$ cat src/rtl/mips_cpu_muldiv_unit.sv
// Purpose: iterative MIPS multiply/divide engine that owns the HI/LO register pair.
// Latency: MULT/DIV-class results land WIDTH+2 enabled edges after issue; MTHI/MTLO land in one edge.
// Backpressure: busy is high while an operation is in flight; starts seen while busy are dropped.
module mips_cpu_muldiv_unit #(
    parameter int WIDTH = 32,
    parameter int CNT_W = $clog2(WIDTH)
) (
    input  logic             clk,
    input  logic             reset,
    input  logic             clk_enable,
    input  logic             start,
    input  logic [2:0]       op,
    input  logic [WIDTH-1:0] a,
    input  logic [WIDTH-1:0] b,
    input  logic             flush,
    output logic             busy,
    output logic             done,
    output logic [WIDTH-1:0] hi,
    output logic [WIDTH-1:0] lo
);

    typedef enum logic [1:0] {IDLE, CALC, FIXUP} state_t;

    state_t               state;
    // Multiply: {partial product, multiplier}. Divide: {remainder, dividend/quotient}.
    logic [2*WIDTH-1:0]   acc;
    // Multiplicand or divisor magnitude.
    logic [WIDTH-1:0]     opnd;
    logic [CNT_W-1:0]     cnt;
    logic                 is_div;
    logic                 neg_q;     // negate product (MULT) or quotient (DIV)
    logic                 neg_r;     // negate remainder (DIV: dividend was negative)
    logic                 div_zero;

    logic [WIDTH-1:0]     a_abs, b_abs;
    logic [WIDTH:0]       add_sum;
    logic [WIDTH:0]       trial;
    logic [2*WIDTH-1:0]   mul_next, div_next, prod;
    logic [WIDTH-1:0]     quo, rem, fix_hi, fix_lo;

    assign busy = (state != IDLE);

    // Operand magnitudes plus one shift-add / restoring-divide step and the sign-fixed results.
    always_comb begin
        a_abs    = a[WIDTH-1] ? -a : a;
        b_abs    = b[WIDTH-1] ? -b : b;

        add_sum  = {1'b0, acc[2*WIDTH-1:WIDTH]} + {1'b0, opnd};
        mul_next = acc[0] ? {add_sum, acc[WIDTH-1:1]} : {1'b0, acc[2*WIDTH-1:1]};

        // Remainder is always below the divisor, so bit WIDTH of the trial is a true borrow.
        trial    = {acc[2*WIDTH-1:WIDTH], acc[WIDTH-1]} - {1'b0, opnd};
        div_next = trial[WIDTH] ? {acc[2*WIDTH-2:0], 1'b0}
                                : {trial[WIDTH-1:0], acc[WIDTH-2:0], 1'b1};

        prod     = neg_q ? -acc : acc;
        quo      = acc[WIDTH-1:0];
        rem      = acc[2*WIDTH-1:WIDTH];

        fix_hi   = prod[2*WIDTH-1:WIDTH];
        fix_lo   = prod[WIDTH-1:0];
        if (is_div) begin
            // Divide by zero leaves remainder = |dividend|, so re-signing it yields a.
            fix_hi = neg_r ? -rem : rem;
            fix_lo = div_zero ? '1 : (neg_q ? -quo : quo);
        end
    end

    // Control FSM and datapath registers; everything holds when clk_enable is low.
    always_ff @(posedge clk) begin
        if (reset) begin
            state    <= IDLE;
            hi       <= '0;
            lo       <= '0;
            done     <= 1'b0;
            cnt      <= '0;
            acc      <= '0;
            opnd     <= '0;
            is_div   <= 1'b0;
            neg_q    <= 1'b0;
            neg_r    <= 1'b0;
            div_zero <= 1'b0;
        end else if (clk_enable) begin
            done <= 1'b0;
            if (flush) begin
                state <= IDLE;
            end else begin
                case (state)
                    IDLE: begin
                        if (start) begin
                            case (op)
                                3'd0, 3'd1, 3'd2, 3'd3: begin
                                    cnt      <= CNT_W'(WIDTH - 1);
                                    state    <= CALC;
                                    is_div   <= op[1];
                                    div_zero <= op[1] && (b == '0);
                                    neg_q    <= !op[0] && (a[WIDTH-1] ^ b[WIDTH-1]);
                                    neg_r    <= (op == 3'd2) && a[WIDTH-1];
                                    if (op[1]) begin
                                        acc  <= {{WIDTH{1'b0}}, op[0] ? a : a_abs};
                                        opnd <= op[0] ? b : b_abs;
                                    end else begin
                                        acc  <= {{WIDTH{1'b0}}, op[0] ? b : b_abs};
                                        opnd <= op[0] ? a : a_abs;
                                    end
                                end
                                3'd4:    hi <= a;
                                3'd5:    lo <= a;
                                default: ;
                            endcase
                        end
                    end
                    CALC: begin
                        acc <= is_div ? div_next : mul_next;
                        if (cnt == '0)
                            state <= FIXUP;
                        else
                            cnt <= cnt - CNT_W'(1);
                    end
                    FIXUP: begin
                        hi    <= fix_hi;
                        lo    <= fix_lo;
                        done  <= 1'b1;
                        state <= IDLE;
                    end
                    default: state <= IDLE;
                endcase
            end
        end
    end

endmodule

$ cat config.mk
export PLATFORM = sky130hd
export DESIGN_NAME = mips_cpu_muldiv_unit
export DESIGN_NICKNAME = d
export VERILOG_FILES = /design/src/rtl/mips_cpu_muldiv_unit.sv
export SDC_FILE = /design/constraint.sdc
export NUM_CORES = 1
export LEC_CHECK = 0
export CAP_MARGIN = 20
export CORE_ASPECT_RATIO = 0.9
export CORE_UTILIZATION = 58
export CTS_CLUSTER_DIAMETER = 40
export DETAILED_ROUTE_END_ITERATION = 8
export PLACE_DENSITY = 0.87
export SETUP_SLACK_MARGIN = 0.4
export SLEW_MARGIN = 20
export SYNTH_ARGS = -nofsm -noshare
export SYNTH_HDL_FRONTEND = slang
export SYNTH_SLANG_ARGS = --single-unit
$ cat constraint.sdc
create_clock -name clk -period 4 [get_ports clk]
set_clock_uncertainty 0.15 [all_clocks]
set_input_delay 0.8 -clock clk [delete_from_list [all_inputs] [get_ports clk]]
set_output_delay 0.8 -clock clk [all_outputs]
set_load 0.1 [all_outputs]
# [Word level (Yosys, flattened, before mapping)]
# Index checks and enable logic that the tools add are counted.
[word_totals] wordCells=89 ff_bits=172 out_inout_bits=66 input_bits=72
[classes] muxes=35 n_addsub=8 eq_ne=15 n_bitwise=2 n_reduce_logical=18
[ops] op="32-bit 2-to-1 mux" n=15
[ops] op="64-bit 2-to-1 mux" n=6
[ops] op="32-bit negation" n=4
[ops] op="32-bit one-hot mux with 2 select lines" n=2
[ops] op="64-bit one-hot mux with 2 select lines" n=1
[ops] op="64-bit negation" n=1
[ops] op="32-bit by 32-bit adder with 33-bit output" n=1
[ops] op="33-bit by 32-bit subtractor with 33-bit output" n=1
[ops] op="32-bit zero test" n=1
[ops] op="5-bit AND reduction" n=4
[ops] op="5-bit 2-to-1 mux" n=3
[ops] op="5-bit one-hot mux with 2 select lines" n=1
[ops] op="2-bit 2-to-1 mux" n=4
[ops] op="3-bit by 2-bit == test with 1-bit output (second input constant)" n=2
[ops] op="3-bit == test (second input constant)" n=2
[ops] op="2-bit by 1-bit != test with 1-bit output (second input constant)" n=3
[ops] op="3-bit != test (second input constant)" n=2
[ops] op="6-bit AND reduction" n=1
[ops] op="2-bit nonzero test" n=3
[ops] op="5-bit zero test" n=1
[ops] op="5-bit by 1-bit subtractor with 5-bit output (second input constant)" n=1
[ops] op="2-bit != test (second input constant)" n=2
[ops] op="2-bit one-hot mux with 2 select lines" n=1
[ops] op="4-bit AND reduction" n=1
[ops] op="other kinds (12)" n=15

# [Depth between registers and ports, before layout]
[depth] depth_word=7 depth_mapped=15 mapped_depth_nobuf=13

# [Worst setup path before layout]
# Ideal clock, no wire load.
[synth_path] kind="reg-to-reg" start="register acc[31]" end="register acc[57]" n_path_buf=2 synth_period_minus_slack_ps=3631 setup_slack_ps=369 path_stages_with_launch=15 t_required_ps=3733 setup_time_ps=117 arrival_time_ps=3363 path_cell_list="dfxtp_1 -> inv_1 -> ha_1 -> fa_1 -> nand2b_1 -> a21oi_1 -> o21a_1 -> a31o_2 -> a211oi_1 -> o21bai_1 -> xor2_1 -> buf_2 -> buf_2 -> nand3_1 -> a32o_1"
[synth_between] elab_chain_len=4
[synth_lines] element="from (decl)" line_no="26" rtl="logic [2*WIDTH-1:0] acc;"
[synth_lines] element="from (signal assigned)" line_no="100" rtl="acc <= {{WIDTH{1'b0}}, op[0] ? a : a_abs};"
[synth_lines] element="from (signal assigned)" line_no="103" rtl="acc <= {{WIDTH{1'b0}}, op[0] ? b : b_abs};"
[synth_lines] element="from (signal assigned)" line_no="114" rtl="acc <= is_div ? div_next : mul_next;"
[synth_lines] element="33-bit by 32-bit subtractor with 33-bit output" line_no="52" rtl="trial = {acc[2*WIDTH-1:WIDTH], acc[WIDTH-1]} - {1'b0, opnd};"
[synth_lines] element="64-bit 2-to-1 mux" line_no="53" rtl="div_next = trial[WIDTH] ? {acc[2*WIDTH-2:0], 1'b0}"
[synth_lines] element="64-bit 2-to-1 mux" line_no="114"
[synth_lines] element="64-bit one-hot mux with 2 select lines" line_no="88" rtl="case (state)"
# No other way between the ends.
# A chain may end at the register's enable or synchronous reset.

# [Worst setup path in the final report]
[layout_path] start="input b[9]" end="register acc[27]"
[layout_between] elab_chain_len=7
[layout_lines] element="from (decl)" line_no="14" rtl="input logic [WIDTH-1:0] b,"
[layout_lines] element="32-bit negation" line_no="46" rtl="b_abs = b[WIDTH-1] ? -b : b;"
[layout_lines] element="32-bit 2-to-1 mux" line_no="46"
[layout_lines] element="32-bit 2-to-1 mux" line_no="103"
[layout_lines] element="32-bit 2-to-1 mux" line_no="99" rtl="if (op[1]) begin"
[layout_lines] element="64-bit 2-to-1 mux" line_no="91" rtl="case (op)"
[layout_lines] element="64-bit 2-to-1 mux" line_no="90" rtl="if (start) begin"
[layout_lines] element="64-bit one-hot mux with 2 select lines" line_no="88"
# No other way between the ends. The select of a mux whose other input is x is not followed.

==> impl_metrics.env <==
export IMPL_drt_iter0_markers=2349
export IMPL_fillerInstances=2005
export IMPL_place_gp_congestion=1.03
export IMPL_syn2layout_area_growth_pct=22.5
export IMPL_diodes=0
export IMPL_clk_pin_slew_worst_paths_ns=0.07
export IMPL_die_area_um2=25800
export IMPL_syn_cell_area_um2=14600
export IMPL_grt_use_total_pct=44.2
export IMPL_syn_inst=1981
export IMPL_fin_nets=2278
export IMPL_whs_ns=0.310
export IMPL_layout_min_cycle_time_ns=3.54
export IMPL_vias=16900
export IMPL_synth_top_area_share_pct=23.6
export IMPL_cts_root_buf="clkbuf_16"
export IMPL_antenna_left=0
export IMPL_synth_most_common_cell="nand2_1"
export IMPL_cp_start_kind="input pin"
export IMPL_drtPass1Iterations=7
export IMPL_multi_input_area_um2=10700
export IMPL_cts_made_buffers=17
export IMPL_cp_end_kind="flip-flop"
export IMPL_yosysWarnings=0
export IMPL_fin_tns_setup_ns=0
export IMPL_synth_area_per_cell_um2=7.37
export IMPL_ys_flop_type="dfxtp_1"
export IMPL_drive_gt1_share_pct=12.2
export IMPL_crit_required_ns=4.15
export IMPL_cts_buffer_depth=2
export IMPL_clock_sinks=172
export IMPL_synth_edf_count=0
export IMPL_maxSlewViolCount=0
export IMPL_worst_pin_slew_ns=1.06
export IMPL_clk_latency_ns=0.45
export IMPL_core_um2=24500
export IMPL_power_density_cell_area_nw_per_um2=290
export IMPL_synth_async_reset_ratio_pct=0
export IMPL_setup_viol=0
export IMPL_wirelength_um=58400
export IMPL_die_x_um=169
export IMPL_wl_per_cell_um=23.5
export IMPL_post_route_period_util_pct=88.6
export IMPL_rsz0062_at_grt="true"
export IMPL_cp_max_fo=2
export IMPL_leakagePower_nw=7.08
export IMPL_grt_ovfl_total=0
export IMPL_seq_area_frac_synth_pct=23.6
export IMPL_rows=54
export IMPL_max_cap_violations=0
export IMPL_antenna_found_initial=0
export IMPL_die_h_um=152
export IMPL_fmax_ghz=0.282
export IMPL_io_buffers=137
export IMPL_dp_hpwl_um=43900
export IMPL_start_util_pct=59.7
export IMPL_io_pins=138
export IMPL_relSlewSlack_pct=29.0
export IMPL_yosys_area_top_type="dfxtp_1"
export IMPL_hold_violations=0
export IMPL_synth_cell_type_count=78
export IMPL_path_class="input pin to flip-flop"
export IMPL_regArea_um2=3450
export IMPL_grt_pass1_wl_um=88000
export IMPL_ys_ff_latch=172
export IMPL_hold_class="flip-flop to flip-flop"
export IMPL_p_total_mw=5.19
export IMPL_drc=0
export IMPL_synth_top_cells_by_count="220 x nand2_1, 198 x a21oi_1, 193 x nor2_1, 172 x dfxtp_1, 133 x o21ai_0"
export IMPL_grt_pass1_vias=15300
export IMPL_irDropWorstVdd_v=0.000274
export IMPL_grt_max_degree=87
export IMPL_htreeDepth=4
export IMPL_synth_area_leaders="dfxtp_1 24%, a21oi_1 6.8%, ha_1 6.0%"
export IMPL_cts_tree="built"
export IMPL_status="finished clean"
export IMPL_vias_per_cell=6.79
export IMPL_synth_fp_nets=2125
export IMPL_cp_arrival_ns=3.69
==> where the power goes <==
group | internal (mW) | switching (mW) | total [mW]
registers | 1.75 | 0.0572 | 1.81
clock network | 1.06 | 0.819 | 1.88
logic | 0.592 | 0.904 | 1.50
total | 3.41 | 1.78 | 5.19
==> cell type report <==
type | instances | share of cell area, %
tap | 336 | 2.35
multi-input combinational | 1608 | 59.7
timing repair buffer | 276 | 13.8
sequential | 172 | 19.3
clock inverter | 14 | 1.15
inverter | 59 | 1.24
clock buffer | 18 | 2.40
==> flip-flops by register name (all words and copies together), names as in the netlist <==
register and cells:
hi 32, is_div 1, neg_q 1, neg_r 1, cnt 5, state 2
opnd 32, acc 64, lo 32, div_zero 1, done 1
==> timing repair <==
item                                    CTS  global route
pin swaps                                11             9
endpoints found under the setup margin   42            56
buffers inserted                          5             4
cloned                                    1             0
hold buffers                              0             0
gates resized for setup                  30            37
==> kinds of logic (layout without fill, tap and decap cells) <==
logic type,count (synthesis),after routing,share of synthesized area [%]
AO/OA/AOI/OAI,677,677,30.3
XOR/XNOR,171,171,10.3
adder cells (fa/ha/maj),72,72,6.28
buffers and inverters,201,367,5.39
flip-flops,172,172,23.6
multiplexers,69,69,4.84
AND/OR/NAND/NOR,619,619,19.4
==> worst paths after layout <==
| check | start | end | slack, ns | cells after the start |
|---|---|---|---|---|
| setup / recovery | b[9] | acc[27]$_SDFFE_PP0P_ | 0.46 | 12 |
| hold reg to reg | lo[12]$_SDFFE_PP0P_ | lo[12]$_SDFFE_PP0P_ | 0.31 | 2 |
| setup reg to reg | acc[11]$_SDFFE_PP0P_ | hi[15]$_SDFFE_PP0P_ | 0.48 | 10 |
| hold / removal | lo[12]$_SDFFE_PP0P_ | lo[12]$_SDFFE_PP0P_ | 0.31 | 2 |
==> worst max-delay path, cell delays in order <==
cell	delay, ns
dlygate4sd2_1	0.26
or4_4	0.51
nor4_4	0.31
and2_4	0.20
nand2_4	0.07
or4_4	0.57
o41ai_2	0.32
xor2_1	0.18
buf_4	0.15
nor3_1	0.05
a211oi_1	0.21
nor3_1	0.07
==> placed cells by master, fill, tap and decap left out, drive strengths merged, types with 20 or more instances in the layout <==
master         count
nand2            221
a21oi            198
nor2             193
dfxtp            172
buf              141
o21ai            137
clkdlybuf4s50    130
xnor2             88
xor2              83
ha                70
inv               64
a211oi            60
mux2i             56
o211ai            55
nor3              43
a21o              33
o31ai             27
o221ai            26
nor4              26
or3               22
nor2b             21
a31oi             20
==> through the flow <==
step,setup slack (ns),instances,cell area [µm²],util [%]
2_1_floorplan,0.421,1981,14600,-
3_3_place_gp,-0.0799,2441,16800,68.9
3_5_place_dp,-0.212,2441,16800,68.9
4_1_cts,0.411,2479,17700,72.3
5_1_grt,0.351,2483,17900,73.1
6_report,0.456,2483,17900,73.1
==> metal layers <==
metal | GRT usage [%] | share of wire, % | routed length [µm]
met1 | 60.6 | 41 | 23700
met2 | 64.3 | 41 | 24100
met3 | 10.5 | 13 | 7320
met4 | 22.4 | 5.6 | 3290
met5 | 0 | 0 | 0
(Power assumes the default switching activity.)
